[src/rtl/program_loader.sv]
// Frames a received byte stream into 32-bit little-endian words and writes them
// to program memory from address 0, holding the core in reset while loading.
module program_loader #(
  parameter int MEMORY_DEPTH   = 32,
  parameter int DATA_WIDTH     = 32,
  parameter int TIMEOUT_CYCLES = 1000000
) (
  input  logic                  clk,
  input  logic                  reset,
  input  logic                  Start_i,
  input  logic [7:0]            Byte_i,
  input  logic                  Byte_Valid_i,
  output logic                  Write_Enable_o,
  output logic [DATA_WIDTH-1:0] Write_Address_o,
  output logic [DATA_WIDTH-1:0] Write_Data_o,
  output logic                  Busy_o,
  output logic                  Done_o,
  output logic                  Error_o,
  output logic                  Cpu_Reset_o
);

  localparam int TW = $clog2(TIMEOUT_CYCLES + 1);
  localparam logic [TW-1:0] TIMEOUT_LAST = TW'(TIMEOUT_CYCLES - 1);
  localparam logic [15:0] DEPTH_WORDS = 16'(MEMORY_DEPTH);

  typedef enum logic [2:0] {
    S_IDLE,
    S_LEN_LO,
    S_LEN_HI,
    S_DATA,
    S_CHECK,
    S_DONE,
    S_ERROR
  } state_t;

  state_t                state_reg, state_next;
  logic [15:0]           len_reg, len_next;
  logic [15:0]           word_idx_reg, word_idx_next;
  logic [1:0]            byte_idx_reg, byte_idx_next;
  logic [7:0]            sum_reg, sum_next;
  logic [TW-1:0]         tmo_reg, tmo_next;
  logic [23:0]           asm_reg, asm_next;
  logic                  we_reg, we_next;
  logic [DATA_WIDTH-1:0] addr_reg, addr_next;
  logic [DATA_WIDTH-1:0] data_reg, data_next;

  logic        active;
  logic        byte_take;
  logic        data_take;
  logic [7:0]  sum_acc;
  logic [15:0] len_full;
  logic [31:0] word_full;

  assign active    = (state_reg == S_LEN_LO) || (state_reg == S_LEN_HI) ||
                     (state_reg == S_DATA)   || (state_reg == S_CHECK);
  assign byte_take = active && Byte_Valid_i;
  assign data_take = byte_take && (state_reg == S_DATA);
  assign sum_acc   = sum_reg + Byte_i;
  assign len_full  = {Byte_i, len_reg[7:0]};
  // The fourth byte is taken straight from the input so the word is written
  // without an extra staging cycle.
  assign word_full = {Byte_i, asm_reg};

  // Lower three byte lanes of the word under assembly, one lane per byte index.
  generate
    for (genvar gi = 0; gi < 3; gi++) begin : g_lane
      assign asm_next[gi*8 +: 8] =
        (data_take && (byte_idx_reg == 2'(gi))) ? Byte_i : asm_reg[gi*8 +: 8];
    end
  endgenerate

  always_ff @(posedge clk) begin
    if (reset) begin
      state_reg    <= S_IDLE;
      len_reg      <= '0;
      word_idx_reg <= '0;
      byte_idx_reg <= '0;
      sum_reg      <= '0;
      tmo_reg      <= '0;
      asm_reg      <= '0;
      we_reg       <= 1'b0;
      addr_reg     <= '0;
      data_reg     <= '0;
    end else begin
      state_reg    <= state_next;
      len_reg      <= len_next;
      word_idx_reg <= word_idx_next;
      byte_idx_reg <= byte_idx_next;
      sum_reg      <= sum_next;
      tmo_reg      <= tmo_next;
      asm_reg      <= asm_next;
      we_reg       <= we_next;
      addr_reg     <= addr_next;
      data_reg     <= data_next;
    end
  end

  always_comb begin
    state_next    = state_reg;
    len_next      = len_reg;
    word_idx_next = word_idx_reg;
    byte_idx_next = byte_idx_reg;
    sum_next      = sum_reg;
    tmo_next      = tmo_reg;
    we_next       = 1'b0;
    addr_next     = addr_reg;
    data_next     = data_reg;

    if (active) begin
      if (Byte_Valid_i) begin
        sum_next = sum_acc;
        tmo_next = '0;
      end else if (tmo_reg == TIMEOUT_LAST) begin
        state_next = S_ERROR;
      end else begin
        tmo_next = tmo_reg + TW'(1);
      end
    end

    case (state_reg)
      S_IDLE, S_DONE, S_ERROR: begin
        // Start is only honoured outside a frame; a byte in the same cycle is dropped.
        if (Start_i) begin
          state_next    = S_LEN_LO;
          word_idx_next = '0;
          byte_idx_next = '0;
          sum_next      = '0;
          tmo_next      = '0;
        end
      end
      S_LEN_LO: begin
        if (byte_take) begin
          len_next   = {len_reg[15:8], Byte_i};
          state_next = S_LEN_HI;
        end
      end
      S_LEN_HI: begin
        if (byte_take) begin
          len_next = len_full;
          if (len_full > DEPTH_WORDS) begin
            state_next = S_ERROR;
          end else if (len_full == 16'd0) begin
            state_next = S_CHECK;
          end else begin
            state_next = S_DATA;
          end
        end
      end
      S_DATA: begin
        if (byte_take) begin
          byte_idx_next = byte_idx_reg + 2'd1;
          if (byte_idx_reg == 2'd3) begin
            we_next       = 1'b1;
            addr_next     = DATA_WIDTH'({word_idx_reg, 2'b00});
            data_next     = DATA_WIDTH'(word_full);
            word_idx_next = word_idx_reg + 16'd1;
            if (word_idx_reg == len_reg - 16'd1) begin
              state_next = S_CHECK;
            end
          end
        end
      end
      S_CHECK: begin
        if (byte_take) begin
          state_next = (sum_acc == 8'd0) ? S_DONE : S_ERROR;
        end
      end
      default: begin
        state_next = S_IDLE;
      end
    endcase
  end

  assign Write_Enable_o  = we_reg;
  assign Write_Address_o = addr_reg;
  assign Write_Data_o    = data_reg;
  assign Busy_o          = active;
  assign Done_o          = (state_reg == S_DONE);
  assign Error_o         = (state_reg == S_ERROR);
  // The core stays in reset after a failed load so it never runs a partial image.
  assign Cpu_Reset_o     = active || (state_reg == S_ERROR);

endmodule

[config.mk]
export PLATFORM = sky130hd
export DESIGN_NAME = program_loader
export DESIGN_NICKNAME = d
export VERILOG_FILES = /design/src/rtl/program_loader.sv
export SDC_FILE = /design/constraint.sdc
export NUM_CORES = 1
export LEC_CHECK = 0
export ABC_AREA = 1
export CORE_UTILIZATION = 58
export CTS_CLUSTER_SIZE = 25
export DETAILED_ROUTE_END_ITERATION = 10
export HOLD_SLACK_MARGIN = 0.08
export MAX_ROUTING_LAYER = met4
export PLACE_DENSITY = 0.82
export SETUP_SLACK_MARGIN = 0.3
export SYNTH_ARGS = -nofsm -noshare
export SYNTH_HDL_FRONTEND = slang
export SYNTH_SLANG_ARGS = --single-unit
[constraint.sdc]
create_clock -name clk -period 4.75 [get_ports clk]
set_clock_uncertainty 0.15 [all_clocks]
set_input_delay 0.7125 -clock clk [delete_from_list [all_inputs] [get_ports clk]]
set_output_delay 0.7125 -clock clk [all_outputs]
set_load 0.005 [all_outputs]
==> run summary, run 1 <==
Status = complete, but fails checks
Failing checks = DRC
Final hold violation count = 0
Gr usage total = 30.1%
Clock Path Buffers = 2
Async set-or-reset flop fraction in the synthesized netlist = 0%
Worst setup EP type = register
Die ar. = 0.0126 mm²
Clock-pin slew on the worst setup and hold paths = 0.06 ns
I/O Pins = 81
DRT antenna net count = 0
PortBufs = 64
Total gr overflow = 0
Final Slew Violations = 0
Final nets = 1124
Post-route cell area = 0.00828 mm²
Crit path DAT = 3.09 ns
Worst setup path end = state_reg[1]
P per Cell Area = 344 mW/mm²
Tightest Hold Check Type = register to register
Synth unique cells = 42
Initial Utilization = 60.5%
Pleak = 3.60 nW
Tcrit/Tclk final = 61.4%
Post-Synth XOR/XNOR Area = 2.87%
Post-route minimum period = 2.92 ns
Crit start category = input pin
RSZ-0062 raised after global routing = false
Routed vias/inst = 5.39
Worst vdd ir = 0.252 mV
Hold buffers post-CTS = 0
Multiplexer area fraction after synthesis = 0%
Fmax = 0.343 GHz
Placed insts = 1221
Setup TNS after final layout = 0 ns
Layout Cells excl Fill = 1253
Sink Count = 138
First drt pass iteration count = 10
Clk Latency, worst-skew pair = 0.42 ns
Cell Area, Placed = 0.00768 mm²
Kind of critical path = input pin to register
Number of flops mapped to enable cells by yosys = 0
Cell count after synthesis = 1044
Total wire length = 17600 µm
Number of synthesized register bits = 138
Hold Crit Depth = 2
FF-to-FF path depth = 10
Chip width = 112 µm
Worst-margin pin slew = 0.792 ns
Synth Area in Compound Gates = 14.3%
Detailed Place HPWL = 12000 µm
Vert. Die Dim = 112 µm
Via count of the routed design = 6755
Leading area contributor after synthesis = dfxtp_1
Inserted Clock Buffers = 17
N_diodes = 0
Post-cts resize count = 0
Max FO, Critical Path = 8
Max transition margin = 47.0%
Synth Area in Adders = 2.78%
Clk root buf = clkbuf_16
Synth top area cells = dfxtp_1, nor2_1, nand2_1
Syn avg cell area = 6.73 µm²
Top-count cell post-synth = nor2_1
Drc violations = 5
Setup Fix Bufs, Post-CTS = 0
Initial antenna violation count = 0
Yosys synthesis warning count = 0
Worst r2r src = state_reg[0]
Max reg flops = 32
CORE AREA = 0.0116 mm²
H-tree Lvls = 4
WL per Instance = 14.0 µm
Vias in the first global route = 6129
Mapped cell area = 0.00702 mm²
Core Util, Final = 71.3%
TritonCTS clock tree = yes
R2R setup slack = 2.20 ns
GP Congestion = 0.957
Ys flop type = dfxtp_1
Crit path launch = Byte_i[0]
First-pass GRT wire length = 29400 µm
Required @ worst endpoint = 4.92 ns
Synth Area in Simple Gates = 31.1%
Most common library cells after synthesis = nor2_1, nand2_1, dfxtp_1, inv_1, o21ai_0
# Max-Cap Violations = 0
DR iter-0 viols = 650
Area share of the largest cell type after synthesis = 39.3%
Share of post-route cells with drive strength above 1 = 5.23%
Largest net degree at the start of global routing = 83
Final setup vio count = 0
FP Rows = 39
Area Overhead vs Synth = 17.9%
Largest family of logic cells by synthesized area = simple AND/OR/NAND/NOR gates
R2R Path End = word_idx_reg[6]
Seq/Total Area, Yosys = 39.3%
cell usage in the layout (no fill, tap or decap), drive strengths merged, types with 16 or more instances in the layout:
cell           synthesis  layout
nand2                205     205
clkbuf                26      18
o21ai                103     103
nor2                 215     215
clkdlybuf4s50          0      64
conb                   1      16
nand3                 53      53
nor3                  21      21
inv                  106     111
nand4                 16      16
a21oi                 59      59
dfxtp                138     138
per-stage QoR:
step	power [mW]	hold WS [ns]	setup slack, ns
finish	2.85	0.301	1.83
global route	2.96	0.336	1.56
CTS	2.85	0.305	1.87
detailed placement	1.53	0.295	1.46
global placement	1.52	0.284	1.51
floorplan	1.45	0.273	2.31
power breakdown:
group	internal [mW]	leakage, nW	total [mW]	switching [mW]
Combinational	0.0998	2.20	0.331	0.231
Sequential	1.17	1.11	1.18	0.0122
Clock	0.798	0.290	1.34	0.537
area by class of cell:
class	count	area (µm²)
Fill cell	985	3330
Inverter	106	398
Clock inverter	14	161
Multi-Input combinational cell	764	3660
Sequential cell	138	2760
Timing Repair Buffer	70	686
Clock buffer	18	439
Tap cell	143	179
critical path, stage by stage:
cell             delay, ns
clkdlybuf4s50_1       0.61
ha_1                  0.35
fa_1                  0.44
xnor2_1               0.21
nand2_1               0.07
nor2_1                0.08
nand2_1               0.05
nor2_1                0.11
nand4_1               0.10
nand2_1               0.07
nand2_1               0.04
nand2_1               0.05
nand3_1               0.07
nand2_1               0.06
inv_1                 0.05
worst min-delay path by stage:
stage               startpoint          to  slack, ns
floorplan           tmo_reg[5]  tmo_reg[5]       0.27
global placement    tmo_reg[5]  tmo_reg[5]       0.28
detailed placement  tmo_reg[5]  tmo_reg[5]       0.29
CTS                 tmo_reg[5]  tmo_reg[5]       0.30
global route        tmo_reg[5]  tmo_reg[5]       0.34
finish              tmo_reg[5]  tmo_reg[5]       0.30
cell families after synthesis:
| family | Yosys count |
|---|---|
| adders and majority gates | 15 |
| buffers and inverters | 157 |
| other | 1 |
| AOI/OAI and AO/OA | 186 |
| and+or+nand+nor | 524 |
| xor gates and xnor gates | 23 |
| DFF | 138 |
per-layer routing:
metal | global-route usage [%] | vias to the layer above | part of all wire [%]
li1 | - | 3447 | -
met2 | 47.5 | 239 | 46
met4 | 12.2 | 0 | 2.2
met5 | - | - | 0
met1 | 38.5 | 3036 | 45
met3 | 5.08 | 33 | 6.6
Power figures use the tool's default switching activity.
==> inputs of run 2 (changes only) <==
--- a/config.mk
+++ b/config.mk
@@ -6,12 +6,12 @@
 export NUM_CORES = 1
 export LEC_CHECK = 0
 export ABC_AREA = 1
-export CORE_UTILIZATION = 58
+export CORE_UTILIZATION = 51
 export CTS_CLUSTER_SIZE = 25
 export DETAILED_ROUTE_END_ITERATION = 10
 export HOLD_SLACK_MARGIN = 0.08
 export MAX_ROUTING_LAYER = met4
-export PLACE_DENSITY = 0.82
+export PLACE_DENSITY = 0.77
 export SETUP_SLACK_MARGIN = 0.3
 export SYNTH_ARGS = -nofsm -noshare
 export SYNTH_HDL_FRONTEND = slang
==> constraint.sdc (replaced) <==
create_clock -name clk -period 2.45 [get_ports clk]
set_clock_uncertainty 0.15 [all_clocks]
set_input_delay 0.3675 -clock clk [delete_from_list [all_inputs] [get_ports clk]]
set_output_delay 0.3675 -clock clk [all_outputs]
set_load 0.005 [all_outputs]
==> run summary, run 2 (synthesis gave the netlist of run 1 again) <==
Worst vdd ir = 0.573 mV
Initial Utilization = 52.6%
Final hold violation count = 0
Clk Latency, worst-skew pair = 0.43 ns
CORE AREA = 0.0133 mm²
First drt pass iteration count = 6
Vias in the first global route = 6166
Required @ worst endpoint = 1.93 ns
Final setup vio count = 0
Pleak = 3.84 nW
# Max-Cap Violations = 0
Area Overhead vs Synth = 25.1%
P per Cell Area = 643 mW/mm²
Chip width = 119 µm
N_diodes = 0
Placed insts = 1271
CP max-delay cell = clkdlybuf4s50_1
Fin worst setup slack = 0.297 ns
Tcrit/Tclk final = 87.9%
Share of post-route cells with drive strength above 1 = 10.9%
Cell Area, Placed = 0.00788 mm²
Max incr delay on CP = 0.53 ns
TritonCTS clock tree = yes
Crit start category = register
Gr usage total = 27.1%
Final nets = 1153
Clk root buf = clkbuf_16
Inserted Clock Buffers = 17
Total gr overflow = 0
Max reg flops = 32
Worst hold slack = 0.298 ns
Detailed Place HPWL = 12300 µm
Post-route cell area = 0.00879 mm²
Pre-CTS setup slack = -0.275 ns
Worst setup EP type = primary output
Drc violations = 0
Post-route total power = 5.65 mW
Largest net degree at the start of global routing = 83
Die ar. = 0.0142 mm²
Kind of critical path = register to primary output
Buf/Inv on CP = 2
CP cell instances = inv_4 -> nor3_4 -> clkdlybuf4s50_1
Hold buffers post-CTS = 0
Setup TNS after final layout = 0 ns
Layout Cells excl Fill = 1315
First-pass GRT wire length = 29900 µm
Sink Count = 138
Fmax = 0.465 GHz
WL per Instance = 13.8 µm
Worst hold path startpoint = tmo_reg[5]
FP Rows = 42
PortBufs = 64
Max FO, Critical Path = 3
Number of fillers in the final layout = 1126
Routed vias/inst = 5.28
DRT antenna net count = 0
Clock Path Buffers = 2
Vert. Die Dim = 119 µm
Worst r2r src = len_reg[0]
Tightest Hold Check Type = register to register
Commonest non-fill, non-tap cell in the layout = nor2_1
Status = completed
Final Slew Violations = 0
DR iter-0 viols = 713
Via count of the routed design = 6949
Crit path DAT = 1.64 ns
Post-route minimum period = 2.15 ns
Core Util, Final = 65.8%
I/O Pins = 81
GP Congestion = 0.950
Clock-pin slew on the worst setup and hold paths = 0.06 ns
Total wire length = 18100 µm
H-tree Lvls = 4
RSZ-0062 raised after global routing = true
Critical path's top delay family = buffers and inverters
Crit path launch = state_reg[0]
Initial antenna violation count = 0
Commonest cells after routing, fill and taps aside = nor2_1, nand2_1, dfxtp_1
[run 2: changes by cell type in the layout (fill, tap and decap cells not counted), sizes merged]
cell           change
clkdlybuf4s50      -5
inv                -1
dlymetal6s2s       +3
dlygate4sd2        +2
nor2               +1
clkinvlp           +1
buf               +28
[run 2: what timing repair did]
| action | 4_1_cts | 5_1_grt |
|---|---|---|
| resized for setup | 22 | 45 |
| pin swaps | 2 | 8 |
| cloned | 0 | 1 |
| endpoints found under the setup margin | 7 | 63 |
| setup buffers | 8 | 3 |
[run 2: worst paths after layout]
check,slack [ns],end,depth (start not counted)
setup / recovery,0.30,Done_o,3
setup reg to reg,0.36,state_reg[2],15
hold reg to reg,0.30,tmo_reg[5],2
hold / removal,0.30,tmo_reg[5],2
[run 2: area by class of cell]
type | instances | area (µm²) | share of cell area (%)
multi-input cells | 765 | 3850 | 43.8
flip-flops and latches | 138 | 2770 | 31.5
inverters | 106 | 422 | 4.80
clock buffers | 18 | 439 | 5.00
clock inverters | 14 | 161 | 1.84
repair buffers | 98 | 926 | 10.5
well taps | 176 | 220 | 2.51
[run 2: metal layers]
metal / track usage (%) / vias up / routed length (µm)
met5: - / - / 0
li1: - / 3526 / -
met3: 5.51 / 32 / 1080
met2: 40.6 / 227 / 8260
met1: 35.8 / 3164 / 8400
met4: 10.6 / 0 / 388
[run 2: worst register-to-register path: stages, from the launching register on]
cell and delay, ns:
dfxtp_1 0.32, inv_2 0.10, ha_4 0.18, nand2_1 0.08, nor2_1 0.14, buf_4 0.17, nand2_1 0.06, nand2_1 0.05
nand2_1 0.07, nor2_1 0.12, nand2_1 0.07, nor2_2 0.12, nand3_2 0.11, nand2_1 0.09, nand2_1 0.05, a21oi_1 0.13
[run 2: where the power goes]
part	leakage, nW	internal [mW]	switching, mW
registers	1.11	2.27	0.0291
logic	2.43	0.270	0.487
clock network	0.290	1.55	1.05
total	3.84	4.09	1.56
